File: src/rtl/window_watchdog_ctrl.sv
// ---------------------------------------------------------------------------
// window_watchdog_ctrl
//
// Window-watchdog sequencer. After INIT it times a closed first window
// (FWLEN ticks) followed by an open second window (SWLEN ticks). A service
// event (rising edge of WDSRVC) in the open window restarts the sequence.
// A service in the closed window is an early fault. No service before the
// open window ends is a timeout fault. Each fault pulses SYS_RST for
// RST_PULSE clocks. Once the fault count reaches a non-zero RST_LMT, the
// block locks into SAFE until RST.
//
// Parameters:
//   TICK_DIV  - clocks per window tick (>= 1)
//   RST_PULSE - SYS_RST pulse length in clocks (>= 1)
//
// Ports:
//   CLK      in   system clock
//   RST      in   synchronous reset, active-high
//   INIT     in   watchdog enable (level)
//   WDSRVC   in   service bit (level); a rising edge is one service event
//   FWLEN    in   [7:0] closed-window length in ticks
//   SWLEN    in   [7:0] open-window length in ticks
//   RST_LMT  in   [7:0] fault count that forces SAFE; 0 disables SAFE
//   SYS_RST  out  system reset request
//   WDFAIL   out  sticky safe-state flag
//   WD_STATE out  [2:0] current state encoding
//   FAULT    out  [1:0] last fault: 00 none, 01 early, 10 timeout
//   ERR_CNT  out  [7:0] faults since RST, saturating at 255
// ---------------------------------------------------------------------------
module window_watchdog_ctrl #(
  parameter int unsigned TICK_DIV  = 1000,
  parameter int unsigned RST_PULSE = 4
) (
  input  logic       CLK,
  input  logic       RST,
  input  logic       INIT,
  input  logic       WDSRVC,
  input  logic [7:0] FWLEN,
  input  logic [7:0] SWLEN,
  input  logic [7:0] RST_LMT,
  output logic       SYS_RST,
  output logic       WDFAIL,
  output logic [2:0] WD_STATE,
  output logic [1:0] FAULT,
  output logic [7:0] ERR_CNT
);

  localparam int unsigned PW = (TICK_DIV > 1) ? $clog2(TICK_DIV) : 1;
  localparam int unsigned CW = (RST_PULSE > 1) ? $clog2(RST_PULSE) : 1;
  localparam logic [PW-1:0] PRESC_MAX = PW'(TICK_DIV - 1);
  localparam logic [CW-1:0] PULSE_MAX = CW'(RST_PULSE - 1);

  typedef enum logic [2:0] {
    ST_DISABLED = 3'b000,
    ST_FIRST    = 3'b001,
    ST_SECOND   = 3'b010,
    ST_RESET    = 3'b011,
    ST_SAFE     = 3'b100
  } state_e;

  state_e          state_q, state_d;
  logic [PW-1:0]   presc_q, presc_d;
  logic [7:0]      wincnt_q, wincnt_d;
  logic [CW-1:0]   pulse_q, pulse_d;
  logic            wdsrvc_q;
  logic [1:0]      fault_q, fault_d;
  logic [7:0]      err_cnt_q, err_cnt_d;
  logic            sys_rst_q, sys_rst_d;
  logic            wdfail_q, wdfail_d;

  logic            srv_s;
  logic            tick_s;
  logic [8:0]      win_next_s;
  logic [8:0]      err_inc_s;
  logic            fw_done_s;
  logic            sw_done_s;
  logic            lock_s;
  logic            enter_win_s;
  logic            fault_det_s;
  logic [1:0]      fault_code_s;

  assign srv_s      = WDSRVC & ~wdsrvc_q;
  assign tick_s     = (presc_q == PRESC_MAX);
  assign win_next_s = {1'b0, wincnt_q} + 9'd1;
  assign err_inc_s  = {1'b0, err_cnt_q} + 9'd1;

  // A zero length ends the window after one clock regardless of ticks.
  // The >= compare also ends the window if the length is lowered below
  // the running count mid-window, so the counter can never wrap.
  assign fw_done_s = (FWLEN == 8'd0) | (tick_s & (win_next_s >= {1'b0, FWLEN}));
  assign sw_done_s = (SWLEN == 8'd0) | (tick_s & (win_next_s >= {1'b0, SWLEN}));

  // The lock decision uses the unsaturated count so it is exact at 255.
  assign lock_s = (RST_LMT != 8'd0) && (err_inc_s >= {1'b0, RST_LMT});

  // Next-state logic and fault detection
  always_comb begin
    state_d      = state_q;
    fault_det_s  = 1'b0;
    fault_code_s = 2'b00;
    case (state_q)
      ST_DISABLED: begin
        if (INIT) begin
          state_d = ST_FIRST;
        end else begin
          state_d = ST_DISABLED;
        end
      end
      ST_FIRST: begin
        if (srv_s) begin
          fault_det_s  = 1'b1;
          fault_code_s = 2'b01;
          state_d      = lock_s ? ST_SAFE : ST_RESET;
        end else if (!INIT) begin
          state_d = ST_DISABLED;
        end else if (fw_done_s) begin
          state_d = ST_SECOND;
        end else begin
          state_d = ST_FIRST;
        end
      end
      ST_SECOND: begin
        // A service beats a coincident timeout.
        if (srv_s) begin
          state_d = ST_FIRST;
        end else if (sw_done_s) begin
          fault_det_s  = 1'b1;
          fault_code_s = 2'b10;
          state_d      = lock_s ? ST_SAFE : ST_RESET;
        end else if (!INIT) begin
          state_d = ST_DISABLED;
        end else begin
          state_d = ST_SECOND;
        end
      end
      ST_RESET: begin
        if (pulse_q == PULSE_MAX) begin
          state_d = INIT ? ST_FIRST : ST_DISABLED;
        end else begin
          state_d = ST_RESET;
        end
      end
      ST_SAFE: begin
        state_d = ST_SAFE;
      end
      default: begin
        state_d = ST_DISABLED;
      end
    endcase
  end

  // Counter, fault-record and registered-output next values
  always_comb begin
    presc_d     = presc_q;
    wincnt_d    = wincnt_q;
    pulse_d     = pulse_q;
    fault_d     = fault_q;
    err_cnt_d   = err_cnt_q;
    enter_win_s = (state_d != state_q) &&
                  ((state_d == ST_FIRST) || (state_d == ST_SECOND));

    if (enter_win_s) begin
      presc_d  = {PW{1'b0}};
      wincnt_d = 8'd0;
    end else if ((state_q == ST_FIRST) || (state_q == ST_SECOND)) begin
      if (tick_s) begin
        presc_d  = {PW{1'b0}};
        wincnt_d = win_next_s[7:0];
      end else begin
        presc_d  = presc_q + PW'(1'b1);
        wincnt_d = wincnt_q;
      end
    end else begin
      presc_d  = {PW{1'b0}};
      wincnt_d = 8'd0;
    end

    // Pulse counter runs only while staying in RESET; it restarts at 0
    // on each entry so the pulse is always RST_PULSE clocks long.
    if ((state_q == ST_RESET) && (state_d == ST_RESET)) begin
      pulse_d = pulse_q + CW'(1'b1);
    end else begin
      pulse_d = {CW{1'b0}};
    end

    if (fault_det_s) begin
      fault_d   = fault_code_s;
      err_cnt_d = (err_cnt_q == 8'd255) ? 8'd255 : err_inc_s[7:0];
    end else begin
      fault_d   = fault_q;
      err_cnt_d = err_cnt_q;
    end

    sys_rst_d = (state_d == ST_RESET) || (state_d == ST_SAFE);
    wdfail_d  = (state_d == ST_SAFE);
  end

  // State, counters and output registers with synchronous reset
  always_ff @(posedge CLK) begin
    if (RST) begin
      state_q   <= ST_DISABLED;
      presc_q   <= {PW{1'b0}};
      wincnt_q  <= 8'd0;
      pulse_q   <= {CW{1'b0}};
      wdsrvc_q  <= 1'b0;
      fault_q   <= 2'b00;
      err_cnt_q <= 8'd0;
      sys_rst_q <= 1'b0;
      wdfail_q  <= 1'b0;
    end else begin
      state_q   <= state_d;
      presc_q   <= presc_d;
      wincnt_q  <= wincnt_d;
      pulse_q   <= pulse_d;
      wdsrvc_q  <= WDSRVC;
      fault_q   <= fault_d;
      err_cnt_q <= err_cnt_d;
      sys_rst_q <= sys_rst_d;
      wdfail_q  <= wdfail_d;
    end
  end

  assign SYS_RST  = sys_rst_q;
  assign WDFAIL   = wdfail_q;
  assign WD_STATE = state_q;
  assign FAULT    = fault_q;
  assign ERR_CNT  = err_cnt_q;

endmodule

File: config.mk
export PLATFORM = sky130hd
export DESIGN_NAME = window_watchdog_ctrl
export DESIGN_NICKNAME = d
export VERILOG_FILES = /design/src/rtl/window_watchdog_ctrl.sv
export SDC_FILE = /design/constraint.sdc
export NUM_CORES = 1
export LEC_CHECK = 0
export CAP_MARGIN = 10
export CORE_UTILIZATION = 55
export DETAILED_ROUTE_END_ITERATION = 16
export PLACE_DENSITY = 0.91
export SLEW_MARGIN = 15
export SYNTH_ARGS = -nofsm -noshare
export SYNTH_HDL_FRONTEND = slang
export SYNTH_SLANG_ARGS = --single-unit
File: constraint.sdc
create_clock -name CLK -period 6 [get_ports CLK]
set_input_delay 1.2 -clock CLK [delete_from_list [all_inputs] [get_ports CLK]]
set_output_delay 1.2 -clock CLK [all_outputs]
set_load 0.02 [all_outputs]
==> impl_metrics.ini <==
[yosys]
avgSynthCellArea_sq_um = 8.08
synthArstFlopShare_pct = 0
ys_top_cells_by_area = dfxtp_1, ha_1, xor2_1
syn_area_sq_um = 2500
synth_top_area_share_pct = 28.8
ys_seq_area_share_pct = 28.8
synth_ff_type = dfxtp_1
synth_nets = 366
ys_types = 50
ys_ff_latch = 36
synth_top_cell_by_area = dfxtp_1
yosys_warnings = 0
syn_inst = 310
synth_edf_count = 0

[flow_run]
drv_cap = 0

[floorplanning]
start_util_pct = 57.5
die_area_sq_um = 4830
num_rows = 24
coreArea_sq_um = 4350
ioPinCount = 43
die_w_um = 69.5
die_h_um = 69.5

[finish]
insertedDiodeCount = 0
drive_gt1_share_pct = 8.47
finish.utilization_pct = 70.6
syn_to_final_growth_pct = 22.7
nNetsFinal = 409

[sta]
fin_crit_sh_pct = 66.5
setup_tns_ns = 0
tightest_slew_ns = 0.627
drv_slew = 0
hold_violations = 0
clock_skew_ns = 0.0101
relSlewSlack_pct = 58.2
fmax_ghz = 0.251
setup_viol = 0
rsz0062_at_grt = false
timing.final.ws_setup_ns = 2.01
period_needed_ns = 3.99
whs_ns = 0.446

[global_route]
overflow = 0
grtUsageTotal_pct = 23.6
grt_pass1_vias = 2226
grt_pass1_wl_um = 9420
grt_max_degree = 19
antenna_found_initial = 0

[clocking]
cts_buffer_depth = 2
clk_latency_ns = 0.29
cts_buffers = 5
cts_setup_buffers = 0
cts_resized = 0
clockRootBuffer = clkbuf_8
cts_tree = done
htree_levels = 2
path_clk_slew_ns = 0.07
clock-sinks = 36
cts_hold_buf = 0

[critical_path]
critical_path.startpoint_type = input pin
crit_start = RST_LMT[5]
arrival_ns = 4.14
required_ns = 6.15
crit_path_max_fanout = 18
r2r_end = presc_q[1]
path_class = in2reg
rr_worst_depth = 13
crit_path_end = presc_q[1]
regToRegStartpoint = wincnt_q[0]
crit_path_end_kind = flip-flop
r2r_slack_ns = 2.29

[power]
peakVddDrop_uv = 167
leakage_uw = 0.00128
power_density_nw_per_um2 = 180
power_uw = 552

[hold_path]
min_from = pulse_q[0]
min_path_type = reg2reg

[drt]
drtIter0Drc = 79
route.detailed.drc = 0
drt_wl_total_um = 5550
num_vias = 2337
ant_nets = 0
via_per_inst = 5.76
wire_per_inst_um = 13.7
drt_first_pass_iters = 6

[placement]
gp_congestion = 0.925
hpwl_um = 4420
io_buffers = 42
pre_cts_slack_ns = 1.69

[outcome]
outcome = complete, no violations
layout make-up:
class                           instances  area [sq um]
Clock buffer                            5          68.8
Timing Repair Buffer                   42           420
Clock inverter                          3          46.3
Sequential cell                        36           721
Tap cell                               52          65.1
Fill cell                             334          1280
Inverter                               22          82.6
Multi-Input combinational cell        246          1670
cell families (layout without fill, tap and decap cells):
| group | after synthesis | after routing | share of synthesized area [%] |
|---|---|---|---|
| buf+inv | 28 | 72 | 4.55 |
| flops | 36 | 36 | 28.8 |
| simple gates | 130 | 130 | 26.4 |
| compound gates | 60 | 60 | 16.4 |
| fa+ha+maj | 28 | 28 | 14.0 |
| xor+xnor | 27 | 27 | 9.45 |
| mux | 1 | 1 | 0.400 |
sequential cells by signal (all words and copies together) (netlist names):
signal    cells
presc_q      10
SYS_RST       1
WDFAIL        1
pulse_q       2
ERR_CNT       8
FAULT         2
wincnt_q      8
WD_STATE      3
wdsrvc_q      1
synth_stat cells, drive strengths merged (3+ instances only):
master  instances
and2            4
o21ai          14
nor3           13
clkbuf          4
xor2           18
ha             28
nor4            5
nand3           7
or2             4
inv            22
and3            5
nor2b           5
nand4           4
xnor2           9
dfxtp          36
nand2b          5
nor2           34
and4            3
a21oi          22
nand2          37
worst min path at each step:
| stage | to | slack, ns | cells past startpoint |
|---|---|---|---|
| floorplan | pulse_q[0] | 0.40 | 1 |
| global placement | pulse_q[0] | 0.41 | 1 |
| detailed placement | pulse_q[0] | 0.43 | 1 |
| CTS | pulse_q[0] | 0.44 | 1 |
| finish | pulse_q[0] | 0.45 | 1 |
| global route | pulse_q[0] | 0.46 | 1 |
metrics by stage:
stage / std cells / cell area [sq um]
after CTS: 406 / 3070
after global placement: 398 / 2960
final: 406 / 3070
after global routing: 406 / 3070
after detailed placement: 398 / 2960
after floorplan: 310 / 2500
report_power, final:
part | switching (uW) | internal [uW]
Clock | 96.8 | 125
Sequential | 4.58 | 243
Combinational | 42.5 | 40.0
Total | 144 | 408
placed cells by master (no fill, tap or decap), drive strengths merged, types with 2 or more instances in the layout:
master and n:
o21a 2, or4 2, and3 5, a31oi 2, a21oi 22, clkdlybuf4s50 42, xor2 18, nand2b 5
o21ai 14, a2111o 2, dfxtp 36, nor2 34, nor2b 5, nor4 5, clkbuf 5, nand2 37
nor3 13, o21bai 2, inv 23, a211oi 2, and4 3, nand3 7, o211ai 2, or2 4
ha 28, xnor2 9, a22oi 2, nand4 4, and2 4
critical path: stages:
cell             delay, ns
clkdlybuf4s50_1       0.49
inv_1                 0.05
ha_1                  0.30
a21oi_1               0.14
nor2_1                0.06
a2111o_1              0.32
o21a_1                0.23
o221a_4               0.28
a2111o_1              0.40
a31oi_4               0.55
nor3b_1               0.11
metal layers:
metal  track usage (%)  vias up  share of wire [%]
li1                  -     1171                  -
met1              28.8     1106                 45
met2              43.3       56                 50
met3              4.36        4                4.6
met4              4.31        0               0.52
met5                 0        -                  0
(Power assumes the default switching activity.)
